==> src/rtl/multicycle_controller.sv <==
// Multicycle RV32 subset control FSM (lw, sw, R, I, beq, jal, lui) with a sticky fault flag.
// Define CTRL_MEM_TIMEOUT_EN to bound every memory wait to MEM_TIMEOUT cycles.
module multicycle_controller #(
    parameter int unsigned MEM_TIMEOUT = 16
) (
    input  logic       clk,
    input  logic       reset,
    input  logic [6:0] op,
    input  logic       zero,
    input  logic       mem_ready,
    output logic       mem_req,
    output logic       mem_write,
    output logic       pc_write,
    output logic       ir_write,
    output logic       reg_write,
    output logic       adr_src,
    output logic [1:0] alu_src_a,
    output logic [1:0] alu_src_b,
    output logic [1:0] alu_op,
    output logic [1:0] result_src,
    output logic [2:0] imm_src,
    output logic       err
);

    typedef enum logic [3:0] {
        S_FETCH    = 4'd0,
        S_DECODE   = 4'd1,
        S_MEMADR   = 4'd2,
        S_MEMREAD  = 4'd3,
        S_MEMWB    = 4'd4,
        S_MEMWRITE = 4'd5,
        S_EXECR    = 4'd6,
        S_EXECI    = 4'd7,
        S_ALUWB    = 4'd8,
        S_BEQ      = 4'd9,
        S_JAL      = 4'd10,
        S_LUI      = 4'd11,
        S_FAULT    = 4'd12
    } state_t;

    localparam logic [6:0] OP_LOAD   = 7'b0000011;
    localparam logic [6:0] OP_STORE  = 7'b0100011;
    localparam logic [6:0] OP_R      = 7'b0110011;
    localparam logic [6:0] OP_I      = 7'b0010011;
    localparam logic [6:0] OP_BRANCH = 7'b1100011;
    localparam logic [6:0] OP_JAL    = 7'b1101111;
    localparam logic [6:0] OP_LUI    = 7'b0110111;

    typedef struct packed {
        logic       mem_req;
        logic       mem_write;
        logic       pc_write;
        logic       reg_write;
        logic       adr_src;
        logic       err;
        logic       fetch_gate;
        logic       beq_gate;
        logic [1:0] alu_src_a;
        logic [1:0] alu_src_b;
        logic [1:0] alu_op;
        logic [1:0] result_src;
    } outs_t;

    if (MEM_TIMEOUT < 2 || MEM_TIMEOUT > 255) begin : g_bad_timeout
        $error("MEM_TIMEOUT must lie in 2..255");
    end

    state_t state_q, state_d;
    outs_t  outs_q;
    logic   timeout_s;

    // Moore output table; the fetch/beq gates are qualified by live inputs later.
    function automatic outs_t decode_outs(input state_t s);
        outs_t o;
        o = '0;
        case (s)
            S_FETCH:    begin o.mem_req = 1'b1; o.alu_src_b = 2'b10; o.result_src = 2'b10; o.fetch_gate = 1'b1; end
            S_DECODE:   begin o.alu_src_a = 2'b01; o.alu_src_b = 2'b01; end
            S_MEMADR:   begin o.alu_src_a = 2'b10; o.alu_src_b = 2'b01; end
            S_MEMREAD:  begin o.mem_req = 1'b1; o.adr_src = 1'b1; end
            S_MEMWB:    begin o.reg_write = 1'b1; o.result_src = 2'b01; end
            S_MEMWRITE: begin o.mem_req = 1'b1; o.mem_write = 1'b1; o.adr_src = 1'b1; end
            S_EXECR:    begin o.alu_src_a = 2'b10; o.alu_op = 2'b10; end
            S_EXECI:    begin o.alu_src_a = 2'b10; o.alu_src_b = 2'b01; o.alu_op = 2'b10; end
            S_ALUWB:    begin o.reg_write = 1'b1; end
            S_BEQ:      begin o.alu_src_a = 2'b10; o.alu_op = 2'b01; o.beq_gate = 1'b1; end
            S_JAL:      begin o.alu_src_a = 2'b01; o.alu_src_b = 2'b10; o.pc_write = 1'b1; end
            S_LUI:      begin o.alu_src_a = 2'b11; o.alu_src_b = 2'b01; end
            S_FAULT:    begin o.err = 1'b1; end
            default:    begin o.err = 1'b1; end
        endcase
        return o;
    endfunction

    // Next-state logic.
    always_comb begin
        state_d = state_q;
        case (state_q)
            S_FETCH: begin
                if (mem_ready)      state_d = S_DECODE;
                else if (timeout_s) state_d = S_FAULT;
                else                state_d = S_FETCH;
            end
            S_DECODE: begin
                case (op)
                    OP_LOAD, OP_STORE: state_d = S_MEMADR;
                    OP_R:              state_d = S_EXECR;
                    OP_I:              state_d = S_EXECI;
                    OP_BRANCH:         state_d = S_BEQ;
                    OP_JAL:            state_d = S_JAL;
                    OP_LUI:            state_d = S_LUI;
                    default:           state_d = S_FAULT;
                endcase
            end
            S_MEMADR: begin
                if (op == OP_STORE) state_d = S_MEMWRITE;
                else                state_d = S_MEMREAD;
            end
            S_MEMREAD: begin
                if (mem_ready)      state_d = S_MEMWB;
                else if (timeout_s) state_d = S_FAULT;
                else                state_d = S_MEMREAD;
            end
            S_MEMWRITE: begin
                if (mem_ready)      state_d = S_FETCH;
                else if (timeout_s) state_d = S_FAULT;
                else                state_d = S_MEMWRITE;
            end
            S_MEMWB, S_ALUWB, S_BEQ:        state_d = S_FETCH;
            S_EXECR, S_EXECI, S_JAL, S_LUI: state_d = S_ALUWB;
            S_FAULT:                        state_d = S_FAULT;
            default:                        state_d = S_FAULT;
        endcase
    end

    // State and registered Moore outputs, both derived from the next state.
    always_ff @(posedge clk or posedge reset) begin
        if (reset) begin
            state_q <= S_FETCH;
            outs_q  <= decode_outs(S_FETCH);
        end else begin
            state_q <= state_d;
            outs_q  <= decode_outs(state_d);
        end
    end

`ifdef CTRL_MEM_TIMEOUT_EN
    localparam logic [7:0] LAST_WAIT = 8'(MEM_TIMEOUT - 1);

    logic [7:0] wait_q, wait_d;
    logic       waiting_s;

    assign waiting_s = (state_q == S_FETCH) || (state_q == S_MEMREAD) || (state_q == S_MEMWRITE);
    // mem_ready on the final permitted cycle still completes the access.
    assign timeout_s = waiting_s && !mem_ready && (wait_q == LAST_WAIT);

    // Count stalled cycles; any state change clears the count.
    always_comb begin
        if (waiting_s && !mem_ready && (state_d == state_q)) begin
            wait_d = wait_q + 8'd1;
        end else begin
            wait_d = 8'd0;
        end
    end

    // Wait counter register.
    always_ff @(posedge clk or posedge reset) begin
        if (reset) begin
            wait_q <= 8'd0;
        end else begin
            wait_q <= wait_d;
        end
    end
`else
    assign timeout_s = 1'b0;
`endif

    // Immediate format follows the opcode in every state.
    always_comb begin
        case (op)
            OP_LOAD, OP_I: imm_src = 3'b000;
            OP_STORE:      imm_src = 3'b001;
            OP_BRANCH:     imm_src = 3'b010;
            OP_JAL:        imm_src = 3'b011;
            OP_LUI:        imm_src = 3'b100;
            default:       imm_src = 3'b111;
        endcase
    end

    assign mem_req    = outs_q.mem_req;
    assign mem_write  = outs_q.mem_write;
    assign reg_write  = outs_q.reg_write;
    assign adr_src    = outs_q.adr_src;
    assign err        = outs_q.err;
    assign alu_src_a  = outs_q.alu_src_a;
    assign alu_src_b  = outs_q.alu_src_b;
    assign alu_op     = outs_q.alu_op;
    assign result_src = outs_q.result_src;
    assign ir_write   = outs_q.fetch_gate & mem_ready & ~reset;
    assign pc_write   = outs_q.pc_write | (outs_q.fetch_gate & mem_ready & ~reset) | (outs_q.beq_gate & zero);

endmodule

==> config.mk <==
export PLATFORM = sky130hd
export DESIGN_NAME = multicycle_controller
export DESIGN_NICKNAME = d
export VERILOG_FILES = /design/src/rtl/multicycle_controller.sv
export SDC_FILE = /design/constraint.sdc
export NUM_CORES = 1
export LEC_CHECK = 0
export BUFFER_PORTS_ARGS = -buffer_cell sky130_fd_sc_hd__buf_2
export CORE_MARGIN = 2
export CORE_UTILIZATION = 50
export CTS_CLUSTER_DIAMETER = 50
export DETAILED_ROUTE_END_ITERATION = 7
export GPL_ROUTABILITY_DRIVEN = 0
export PLACE_DENSITY_LB_ADDON = 0.08
export SLEW_MARGIN = 20
export SYNTH_ARGS = -nofsm -noshare
export SYNTH_HDL_FRONTEND = slang
export SYNTH_SLANG_ARGS = --single-unit
==> constraint.sdc <==
create_clock -name clk -period 2.21 [get_ports clk]
set_input_delay 0.3315 -clock clk [delete_from_list [all_inputs] [get_ports clk]]
set_output_delay 0.3315 -clock clk [all_outputs]
set_load 0.01 [all_outputs]
==> results.cfg <==
[worst_setup_path]
critPathMaxFanout = 11
critPathArrivalTime_ns = 2.25
worst_ep_required_time_ns = 2.45
end_kind = flip-flop
critPathKind = reg2reg
startpoint_type = flip-flop

[timing]
timing.fmax_mhz = 498
holdWs_ns = 0.0575
post-route-period-util = 0.908
skew_ns = 0.00769
slew_violations = 0
period_needed_ns = 2.01
report.final.hold_viol_count = 0
grt_setup_unrepaired = false
finalSetupViolations = 0
tns_ns = 0
worstMarginPinSlew_ns = 0.660
maxSlewHeadroom = 0.560

[synthesis]
yosysTopAreaCellShare = 0.313
synth_area_leaders = dfrtp_1 31%, dfstp_2 8.8%, buf_4 7.5%, nor2_1 3.1%, nand3b_1 2.5%
synthFlopType = dfrtp_1
synth_simple_gate_area_frac = 0.308
syn_inst = 121
yosysUniqueCellTypes = 50
synth.largest_area_cell = dfrtp_1
synth_mux_area_frac = 0.00833
synth_seq_cells = 19
synthArstFlopShare = 1.00
synth_compound_gate_area_share = 0.174
syn_area_per_cell_um2 = 9.93
synthXorXnorAreaFrac = 0
ys_warn_count = 0
synth_top_family_by_area = simple AND/OR/NAND/NOR gates
synth_adder_area_share = 0
syn-num-nets = 132
synth-edff-count = 0
synthesis.area_mm2 = 0.00120
synth_seq_area_share = 0.400

[placement]
port_buffers = 28
dp_hpwl_um = 1660

[routing]
postRouteAntennaNets = 0
wl_um = 2150
wl_per_cell_um = 12.8
vias_per_cell = 5.52
dr_total_vias = 928
route.detailed.drc = 0
drt-initial-drc-count = 14
dr.pass1.iters = 4

[global_route]
grt_overflow_total = 0
grtUsageTotal = 0.175
grt_pass1_wl_um = 3570
antenna_found_initial = 0
grt_pass1_vias = 839
grt_max_degree = 20

[clock_tree]
cts-root-buf = clkbuf_4
cts.path.max_buffers = 2
cts_sinks = 19
clk_pin_slew_ns = 0.11
clkLatencyLatePin_ns = 0.29
cts_buffers = 3
htree_levels = 1
cts_setup_buffers = 0
cts_resized = 0
holdBufCountCts = 0
cts_tree = built

[finish]
fillCellCount = 209
drive_above_1_share = 0.364
final_cell_mix = 28 x buf_2, 15 x dfrtp_1, 10 x nor2_1, 7 x nand2_1
n_antenna_cell = 0
layout_commonest_cell = buf_2
ff_latch_area_um2 = 480
multi_input_area_um2 = 589
syn_to_final_growth_pct = 9.06
layout.nets = 152

[job]
drv_cap = 0

[pwr]
cellLeakagePower_nw = 0.603
cellPowerDensity_mw_per_mm2 = 435
ir_worst_vdd_mv = 0.330

[floorplan]
start_util = 0.538
fp.dieW_um = 53.0
dieArea_mm2 = 0.00281
dieHeight_um = 53.0
core_mm2 = 0.00223
fp-row-count = 17
ios = 29

[status]
status = finished, final reports clean

[min_path]
hp-class = in2async
==> worst max-delay path, cell delays in order (launching register included) <==
cell	delay, ns
dfrtp_1	0.52
nor4b_4	0.42
o311ai_1	0.21
nand2b_1	0.29
nand2_1	0.11
or3_1	0.32
nand3_1	0.07
==> final timing paths <==
kind	startpoint	end	slack, ns	depth (start not counted)
max in group asynchronous	reset	mem_req	1.89	3
min in group clk	mem_ready	result_src[0]	0.38	3
worst min-delay path	reset	state_q[1]	0.06	3
worst min register to register	state_q[3]	mem_write	0.70	1
worst max-delay path	state_q[3]	alu_src_b[0]	0.20	6
worst max register to register	state_q[3]	alu_src_b[0]	0.20	6
==> cell families after synthesis <==
family                 count (synthesis)
DFF                                   19
buffers and inverters                 20
AOI/OAI and AO/OA                     25
and+or+nand+nor                       56
muxes                                  1
==> sequential cells by signal, summed over array words and instances, names as in the netlist <==
register,cells
alu_src_b,2
alu_src_a,2
reg_write,1
mem_write,1
mem_req,1
outs_q,2
alu_op,2
adr_src,1
err,1
result_src,2
state_q,4
==> synth_stat cells, types with 2 or more instances <==
cell type,n
nor4b_1,2
buf_4,12
inv_1,3
a211oi_1,2
nor2_1,10
o21ai_0,3
nand3b_1,4
a21oi_1,5
buf_2,3
nand2_1,7
and3_1,2
dfrtp_1,15
nor3_1,5
dfstp_2,4
nand2b_1,4
o311ai_1,2
o31ai_1,2
nand3_1,3
and2_1,2
==> where the power goes <==
part | leakage, nW | total [mW] | internal, mW | switching, mW
Combinational | 0.350 | 0.0533 | 0.0193 | 0.0340
Clock | 0.0177 | 0.169 | 0.0674 | 0.101
Sequential | 0.235 | 0.348 | 0.348 | 0
==> area by class of cell <==
| cell class | count | share of cell area |
|---|---|---|
| clock buffer | 3 | 0.0172 |
| clock inverter | 1 | 0.00382 |
| inverter | 4 | 0.0115 |
| multi-input combinational | 82 | 0.450 |
| sequential | 19 | 0.367 |
| tap | 28 | 0.0267 |
| timing repair buffer | 31 | 0.124 |
==> layer usage <==
metal / up-vias / routed length (um) / track usage
met2: 31 / 1010 / 0.298
met1: 416 / 984 / 0.206
met4: 0 / 29 / 0.0769
met3: 6 / 129 / 0.0480
met5: - / 0 / 0
li1: 475 / - / -
==> stage by stage <==
step	setup slack [ns]	utilization	power, mW	instances	instance area, um^2
final	0.204	0.587	0.570	168	1310
after global routing	0.0314	0.587	0.598	168	1310
after CTS	0.219	0.587	0.578	168	1310
after detailed placement	0.202	0.574	0.408	164	1280
after global placement	0.207	0.574	0.407	164	1280
after floorplan	0.396	-	0.388	121	1200
No activity file was read; power rests on OpenSTA's default activity.
